==> src/rtl/ebus_arb_if.sv <==
// EBUS arbiter signal bundle: per-master request side plus the shared EBUS control/DS lines.
// The master modport is the arbiter; slave is the requesters and the addressed device.
interface ebus_arb_if #(
   parameter int unsigned N = 4
);
   logic [N-1:0]   req;
   logic [8*N-1:0] reqDS;
   logic [3*N-1:0] reqFunc;
   logic           ebusXfer;
   logic [N-1:0]   grant;
   logic [0:7]     EBUS_DS;
   logic           ebusDSStrobe;
   logic [0:2]     ebusFunc;
   logic           ebusDemand;
   logic           ebusReturn;
   logic [N-1:0]   done;
   logic           timeout;
   logic           busy;

   modport master (
      input  req, reqDS, reqFunc, ebusXfer,
      output grant, EBUS_DS, ebusDSStrobe, ebusFunc, ebusDemand, ebusReturn, done, timeout,
             busy
   );

   modport slave (
      output req, reqDS, reqFunc, ebusXfer,
      input  grant, EBUS_DS, ebusDSStrobe, ebusFunc, ebusDemand, ebusReturn, done, timeout,
             busy
   );
endinterface

==> src/rtl/ebus_arb.sv <==
// EBUS master arbiter: round-robin grant among N masters, then sequences select, demand,
// acknowledge-or-timeout and bus return. Every output is a register.
module ebus_arb #(
   parameter int unsigned N         = 4,
   parameter int unsigned DS_CYCLES = 2,
   parameter int unsigned TIMEOUT   = 64
) (
   input logic        clk,
   input logic        RESET,
   ebus_arb_if.master bus
);
   localparam int unsigned IW   = (N > 1) ? $clog2(N) : 1;
   localparam int unsigned CMAX = (TIMEOUT > DS_CYCLES) ? TIMEOUT : DS_CYCLES;
   localparam int unsigned CW   = (CMAX > 1) ? $clog2(CMAX) : 1;

   typedef enum logic [2:0] {StIdle, StSelect, StDemand, StReturn, StWaitDrop} state_e;

   state_e        state_q, state_d;
   logic [CW-1:0] cnt_q, cnt_d;
   logic [IW-1:0] win_q, win_d, last_q, last_d;
   logic [IW-1:0] pick, cand;
   logic          pick_ok;
   logic [7:0]    pick_ds, ds_q, ds_d, ds_out_q, ds_out_d;
   logic [2:0]    pick_func, func_q, func_d, func_out_q, func_out_d;
   logic [N-1:0]  win_oh;
   logic [N-1:0]  grant_q, grant_d, done_q, done_d;
   logic          strobe_q, strobe_d, demand_q, demand_d, return_q, return_d;
   logic          timeout_q, timeout_d, busy_q, busy_d;
   logic          hold, drive;

   // Scan offsets from far to near so the nearest requester after last overwrites the rest.
   always_comb begin
      pick      = last_q;
      cand      = last_q;
      pick_ok   = |bus.req;
      pick_ds   = '0;
      pick_func = '0;
      for (int k = int'(N); k >= 1; k--) begin
         cand = IW'((int'(last_q) + k) % int'(N));
         if ((bus.req & (N'(1) << cand)) != '0) pick = cand;
      end
      for (int i = 0; i < int'(N); i++) begin
         if (pick == IW'(i)) begin
            pick_ds   = bus.reqDS[8*i +: 8];
            pick_func = bus.reqFunc[3*i +: 3];
         end
      end
   end

   assign win_oh = N'(1) << win_q;

   // Outputs are computed for the state being entered, so they register alongside it.
   always_comb begin
      state_d   = state_q;
      cnt_d     = cnt_q;
      win_d     = win_q;
      last_d    = last_q;
      ds_d      = ds_q;
      func_d    = func_q;
      hold      = 1'b0;
      drive     = 1'b0;
      strobe_d  = 1'b0;
      demand_d  = 1'b0;
      return_d  = 1'b0;
      timeout_d = 1'b0;
      done_d    = '0;
      unique case (state_q)
         StIdle: begin
            if (pick_ok) begin
               state_d  = StSelect;
               win_d    = pick;
               last_d   = pick;
               ds_d     = pick_ds;
               func_d   = pick_func;
               cnt_d    = '0;
               hold     = 1'b1;
               drive    = 1'b1;
               strobe_d = 1'b1;
            end
         end
         StSelect: begin
            hold  = 1'b1;
            drive = 1'b1;
            if (cnt_q == CW'(DS_CYCLES - 1)) begin
               state_d  = StDemand;
               cnt_d    = '0;
               demand_d = 1'b1;
            end else begin
               cnt_d    = cnt_q + 1'b1;
               strobe_d = 1'b1;
            end
         end
         StDemand: begin
            hold  = 1'b1;
            drive = 1'b1;
            // Acknowledge takes priority over a timeout landing in the same cycle.
            if (bus.ebusXfer) begin
               state_d  = StReturn;
               return_d = 1'b1;
               done_d   = win_oh;
            end else if (cnt_q == CW'(TIMEOUT - 1)) begin
               state_d   = StReturn;
               return_d  = 1'b1;
               timeout_d = 1'b1;
            end else begin
               cnt_d    = cnt_q + 1'b1;
               demand_d = 1'b1;
            end
         end
         StReturn: begin
            state_d = StWaitDrop;
            hold    = 1'b1;
         end
         StWaitDrop: begin
            if ((bus.req & win_oh) != '0) hold = 1'b1;
            else state_d = StIdle;
         end
         default: state_d = StIdle;
      endcase
      grant_d    = hold ? (N'(1) << win_d) : '0;
      busy_d     = hold;
      ds_out_d   = drive ? ds_d : '0;
      func_out_d = drive ? func_d : '0;
   end

   always_ff @(posedge clk or posedge RESET) begin
      if (RESET) begin
         state_q    <= StIdle;
         cnt_q      <= '0;
         win_q      <= '0;
         last_q     <= IW'(N - 1);
         ds_q       <= '0;
         func_q     <= '0;
         grant_q    <= '0;
         ds_out_q   <= '0;
         func_out_q <= '0;
         strobe_q   <= 1'b0;
         demand_q   <= 1'b0;
         return_q   <= 1'b0;
         done_q     <= '0;
         timeout_q  <= 1'b0;
         busy_q     <= 1'b0;
      end else begin
         state_q    <= state_d;
         cnt_q      <= cnt_d;
         win_q      <= win_d;
         last_q     <= last_d;
         ds_q       <= ds_d;
         func_q     <= func_d;
         grant_q    <= grant_d;
         ds_out_q   <= ds_out_d;
         func_out_q <= func_out_d;
         strobe_q   <= strobe_d;
         demand_q   <= demand_d;
         return_q   <= return_d;
         done_q     <= done_d;
         timeout_q  <= timeout_d;
         busy_q     <= busy_d;
      end
   end

   assign bus.grant        = grant_q;
   assign bus.EBUS_DS      = ds_out_q;
   assign bus.ebusDSStrobe = strobe_q;
   assign bus.ebusFunc     = func_out_q;
   assign bus.ebusDemand   = demand_q;
   assign bus.ebusReturn   = return_q;
   assign bus.done         = done_q;
   assign bus.timeout      = timeout_q;
   assign bus.busy         = busy_q;
endmodule

==> src/flat_wrapper.sv <==
// flat-port wrapper written by rule: the top's interface ports become plain ports
module ebus_arb_flat 
#(
   parameter int unsigned N         = 4,
   parameter int unsigned DS_CYCLES = 2,
   parameter int unsigned TIMEOUT   = 64
)
  (clk, RESET, bus_req, bus_reqDS, bus_reqFunc, bus_ebusXfer, bus_grant, bus_EBUS_DS, bus_ebusDSStrobe, bus_ebusFunc, bus_ebusDemand, bus_ebusReturn, bus_done, bus_timeout, bus_busy);
  ebus_arb_if #(.N(N)) bus_i ();
  input logic clk;
  input logic RESET;
  input wire logic [$bits(bus_i.req)-1:0] bus_req;
  input wire logic [$bits(bus_i.reqDS)-1:0] bus_reqDS;
  input wire logic [$bits(bus_i.reqFunc)-1:0] bus_reqFunc;
  input wire logic [$bits(bus_i.ebusXfer)-1:0] bus_ebusXfer;
  output wire logic [$bits(bus_i.grant)-1:0] bus_grant;
  output wire logic [$bits(bus_i.EBUS_DS)-1:0] bus_EBUS_DS;
  output wire logic [$bits(bus_i.ebusDSStrobe)-1:0] bus_ebusDSStrobe;
  output wire logic [$bits(bus_i.ebusFunc)-1:0] bus_ebusFunc;
  output wire logic [$bits(bus_i.ebusDemand)-1:0] bus_ebusDemand;
  output wire logic [$bits(bus_i.ebusReturn)-1:0] bus_ebusReturn;
  output wire logic [$bits(bus_i.done)-1:0] bus_done;
  output wire logic [$bits(bus_i.timeout)-1:0] bus_timeout;
  output wire logic [$bits(bus_i.busy)-1:0] bus_busy;
  assign bus_i.req = bus_req;
  assign bus_i.reqDS = bus_reqDS;
  assign bus_i.reqFunc = bus_reqFunc;
  assign bus_i.ebusXfer = bus_ebusXfer;
  assign bus_grant = bus_i.grant;
  assign bus_EBUS_DS = bus_i.EBUS_DS;
  assign bus_ebusDSStrobe = bus_i.ebusDSStrobe;
  assign bus_ebusFunc = bus_i.ebusFunc;
  assign bus_ebusDemand = bus_i.ebusDemand;
  assign bus_ebusReturn = bus_i.ebusReturn;
  assign bus_done = bus_i.done;
  assign bus_timeout = bus_i.timeout;
  assign bus_busy = bus_i.busy;
  ebus_arb #(.N(N), .DS_CYCLES(DS_CYCLES), .TIMEOUT(TIMEOUT)) u_core (.clk(clk), .RESET(RESET), .bus(bus_i));
endmodule
==> config.mk <==
export PLATFORM = sky130hd
export DESIGN_NAME = ebus_arb_flat
export DESIGN_NICKNAME = d
export VERILOG_FILES = /design/src/rtl/ebus_arb_if.sv /design/src/rtl/ebus_arb.sv /design/src/flat_wrapper.sv
export SDC_FILE = /design/constraint.sdc
export NUM_CORES = 1
export LEC_CHECK = 0
export BUFFER_PORTS_ARGS = -buffer_cell sky130_fd_sc_hd__buf_4
export CORE_ASPECT_RATIO = 1.75
export CORE_MARGIN = 2
export CORE_UTILIZATION = 53
export CTS_BUF_LIST = sky130_fd_sc_hd__clkbuf_8 sky130_fd_sc_hd__clkbuf_16
export DETAILED_ROUTE_END_ITERATION = 16
export GPL_TIMING_DRIVEN = 0
export PLACE_DENSITY = 0.8
export SLEW_MARGIN = 0
export SYNTH_ARGS = -nofsm -noshare
export SYNTH_HDL_FRONTEND = slang
export SYNTH_SLANG_ARGS = --single-unit
==> constraint.sdc <==
create_clock -name clk -period 3.6 [get_ports clk]
set_clock_uncertainty 0.2 [all_clocks]
set_input_delay 0.18 -clock clk [delete_from_list [all_inputs] [get_ports clk]]
set_output_delay 0.18 -clock clk [all_outputs]
set_load 0.01 [all_outputs]
==> key figures <==
Outcome
  – Status: finished, violations left
  – Failing checks: design-rule violations

Yosys
  – Synth warn: 0
  – Ys async rst share: 100%
  – Top-count cell post-synth: dfrtp_1
  – Seq/Total Area, Yosys: about 43%
  – Cell Area, Synth: about 2800 sq um
  – Most frequent cells after synthesis: dfrtp_1, nand2_1, nor2_1
  – Yosys cell types: 52
  – Synth Area per Inst: between 9 and 10 sq um
  – Synth area leaders: dfrtp_1, a21boi_1, a31oi_1, nand2_1, mux2i_1
  – Post-synth top area cell: dfrtp_1
  – Yosys top cell area share: about two fifths
  – Most used flip-flop cell after synthesis: dfrtp_1
  – Post-Syn Instances: 298
  – Number of synthesized flops with an enable pin: 0
  – Flops & latches, synth: between 40 and 50
  – Post-synthesis net count: 356

STA
  – RSZ-0062 raised after global routing: false
  – Post-route minimum period: 3190 ps
  – Final worst-path cycle share: about nine tenths
  – Fin Setup TNS: 0 ps
  – Final setup vio count: 0
  – Hold Slack: about 88 ps
  – Tightest Pin Transition: 721 ps
  – Relative slew margins: 51.5%
  – Final-report max-slew violation count: 0
  – Hold Fails Final Rpt: 0
  – Final WS setup: between 400 and 500 ps
  – FMAX: 0.314 GHz

Pwr
  – Reg power frac: 24.8%
  – Switching power: 1.72 mW
  – Logic gate share of total power: 64.3%
  – Tot Pwr: 3.68 mW
  – VDD IR max: ~610 uV
  – Clock share of power: 10.9%
  – Ratio of total power to cell area: 1030 nW/um^2
  – Power Internal: 1.96 mW
  – LEAKAGE: 1.68 nW
  – Switch share: 46.7%

Clock network
  – Hold buffers post-CTS: 2
  – Post-cts resize count: 0
  – H-tree levels: 2
  – Clock tree root driver cell: clkbuf_8
  – CTS tree: done
  – Cts bufs inserted: 5
  – Total clock sinks: 48
  – Clock Pin Slew Worst Setup and Hold Paths: roughly 90 ps
  – Clk buf depth: 2
  – Worst skew pair latency: 300 ps
  – # Post-CTS Setup Buffers: 0

GRT
  – Aggregate global routing overflow: 0
  – M2 GR Usage: 50.9%
  – GR Util met1: 25.6%
  – First-pass GRT wire length: approximately 12000 um
  – GRT Total Usage: 26.7%
  – M3 GR Usage: between 5 and 6%
  – Gr busiest metal: met2
  – Initial antenna violation count: 0
  – Vias in the first global route: around 2800
  – Pin count of the biggest net entering global routing: 28

Hold path
  – WHS Endpoint: u_core.ds_q[4]
  – Min-delay src: bus_reqDS[12]
  – Worst Hold Class: primary input to flop
  – Worst Hold Depth: 4

Worst setup path
  – Crit Path Class: flop to flop
  – Worst Reg-to-Reg Cells: 9
  – CP Max Fanout: 10
  – CP Launch Type: flop
  – Delay of the slowest critical-path stage: roughly 630 ps
  – R2R Setup Slk: slightly above 400 ps
  – Worst path required time: 3570 ps
  – RR Startpoint: u_core.last_q[0]
  – Crit path arrival time: 3160 ps
  – Crit path max-delay cell type: dfstp_2
  – Critical R2R Capture: u_core.func_q[1]
  – Crit end category: flop
  – Critical-path cell list: inv_1 > ha_1 > a22oi_1 > nand2_2 > o21ai_1 > clkbuf_1 > a21boi_1 > mux2i_1 > a31oi_1

Layout
  – Utilization after layout: a little under three quarters
  – Fin nets: 440
  – Layout cells sized above 1: 26.9%
  – Fin cells: 437
  – Synth-to-layout area growth: 27.9%
  – Number of diodes: 0
  – Final Cell Area: 3560 sq um

Placement
  – Pre-CTS setup slack: 476 ps
  – Final GP Congestion: between 0.8 and 0.9
  – Port bufs: 74
  – DP Area: 3430 sq um
  – Post-DP HPWL: 5710 um
  – Placed insts: 427

Detailed routing
  – Routed vias: between 2000 and 3000
  – DR vias/cell: 5.95
  – Wirelength per Cell: ~17 um
  – Drt initial violations: 125
  – # DRC: 2
  – Post-Route WL: 7280 um
  – Final ANT Viol Nets: 0
  – TritonRoute pass-1 iters: 10

Die
  – Die area: 5870 sq um
  – Die width: around 60 um
  – Initial core utilization: between 50% and 60%
  – Row cnt: 34
  – Die Ht: approximately 100 um
  – IO Pins: 75
  – Core Area: 5020 sq um

Job
  – Max cap viols: 0
[metal layers]
| metal | part of all wire [%] | wire length, um | vias up |
|---|---|---|---|
| met5 | 0 | 0 | - |
| met4 | 3.1 | 225 | 0 |
| met3 | 5.5 | 397 | 17 |
| met2 | 58 | 4230 | 97 |
| met1 | 33 | 2430 | 1227 |
| li1 | - | - | 1258 |
[worst max-delay path, delay by kind of cell (launching register included)]
kind / cells / cell delay [ps]
and+or+nand+nor: 1 / 190
DFF: 1 / 630
AOI/OAI and AO/OA: 4 / 950
adders and majority gates: 1 / 260
buffers and inverters: 2 / 570
muxes: 1 / 240
[area by class of cell]
class / count / area, sq um
Fill cell: 412 / 1460
Multi-Input combinational cell: 222 / 1450
Sequential cell: 48 / 1200
Timing Repair Buffer: 77 / 596
Buffer: 17 / 92.6
Clock buffer: 5 / 68.8
Tap cell: 54 / 67.6
Clock inverter: 3 / 46.3
Inverter: 11 / 41.3
[power by group through the flow]
stage | sequential, mW | clock (mW) | combinational, mW
6_report | 0.912 | 0.402 | 2.37
5_1_grt | 0.938 | 0.418 | 2.63
4_1_cts | 0.911 | 0.401 | 2.36
2_1_floorplan | 0.936 | 0 | 1.67
3_3_place_gp | 0.909 | 0 | 2.29
3_5_place_dp | 0.921 | 0 | 2.34
[layout by cell type (no fill, tap or decap), types with 3 or more instances in the layout]
master     n
a21boi_1  20
a21o_1     4
a21oi_1    5
a22oi_1    4
a31oi_1   22
and3_1     3
buf_4     75
buf_6      3
clkbuf_1  11
clkbuf_8   5
dfrtp_1   46
ha_1       7
inv_1      9
mux2i_1   12
nand2_1   35
nand2b_1   3
nand3_1    6
nor2_1    25
nor3_1     7
nor4_1     5
o21ai_0   17
o21ai_1    3
o22a_1    11
o31ai_1    3
[cells by family after synthesis]
group	count (synthesis)	synth area share, %
simple gates	99	17.2
buf+inv	28	4.81
compound gates	102	26.1
fa+ha+maj	7	3.14
flops	48	43.2
mux	14	5.53
[registers in the layout, indices dropped and copies added, names as in the netlist]
signal,cells
u_core.bus.done,4
u_core.state_q,3
u_core.bus.ebusFunc,3
u_core.bus.EBUS_DS,8
u_core.bus.ebusDemand,1
u_core.bus.grant,4
u_core.win_q,2
u_core.bus.ebusDSStrobe,1
u_core.last_q,2
u_core.bus.ebusReturn,1
u_core.cnt_q,6
u_core.ds_q,8
u_core.bus.timeout,1
u_core.bus.busy,1
u_core.func_q,3
[worst max path at each step]
stage,from,to,slack [ps],depth (start not counted)
detailed placement,u_core.last_q[0],u_core.bus.EBUS_DS[0],480,9
CTS,u_core.last_q[0],u_core.bus.EBUS_DS[0],450,9
finish,u_core.last_q[0],u_core.func_q[1],410,9
global placement,u_core.last_q[0],u_core.bus.EBUS_DS[4],530,9
global route,u_core.last_q[0],u_core.func_q[1],150,9
floorplan,u_core.last_q[0],u_core.bus.EBUS_DS[0],920,9
No activity file was read; power rests on OpenSTA's default activity.
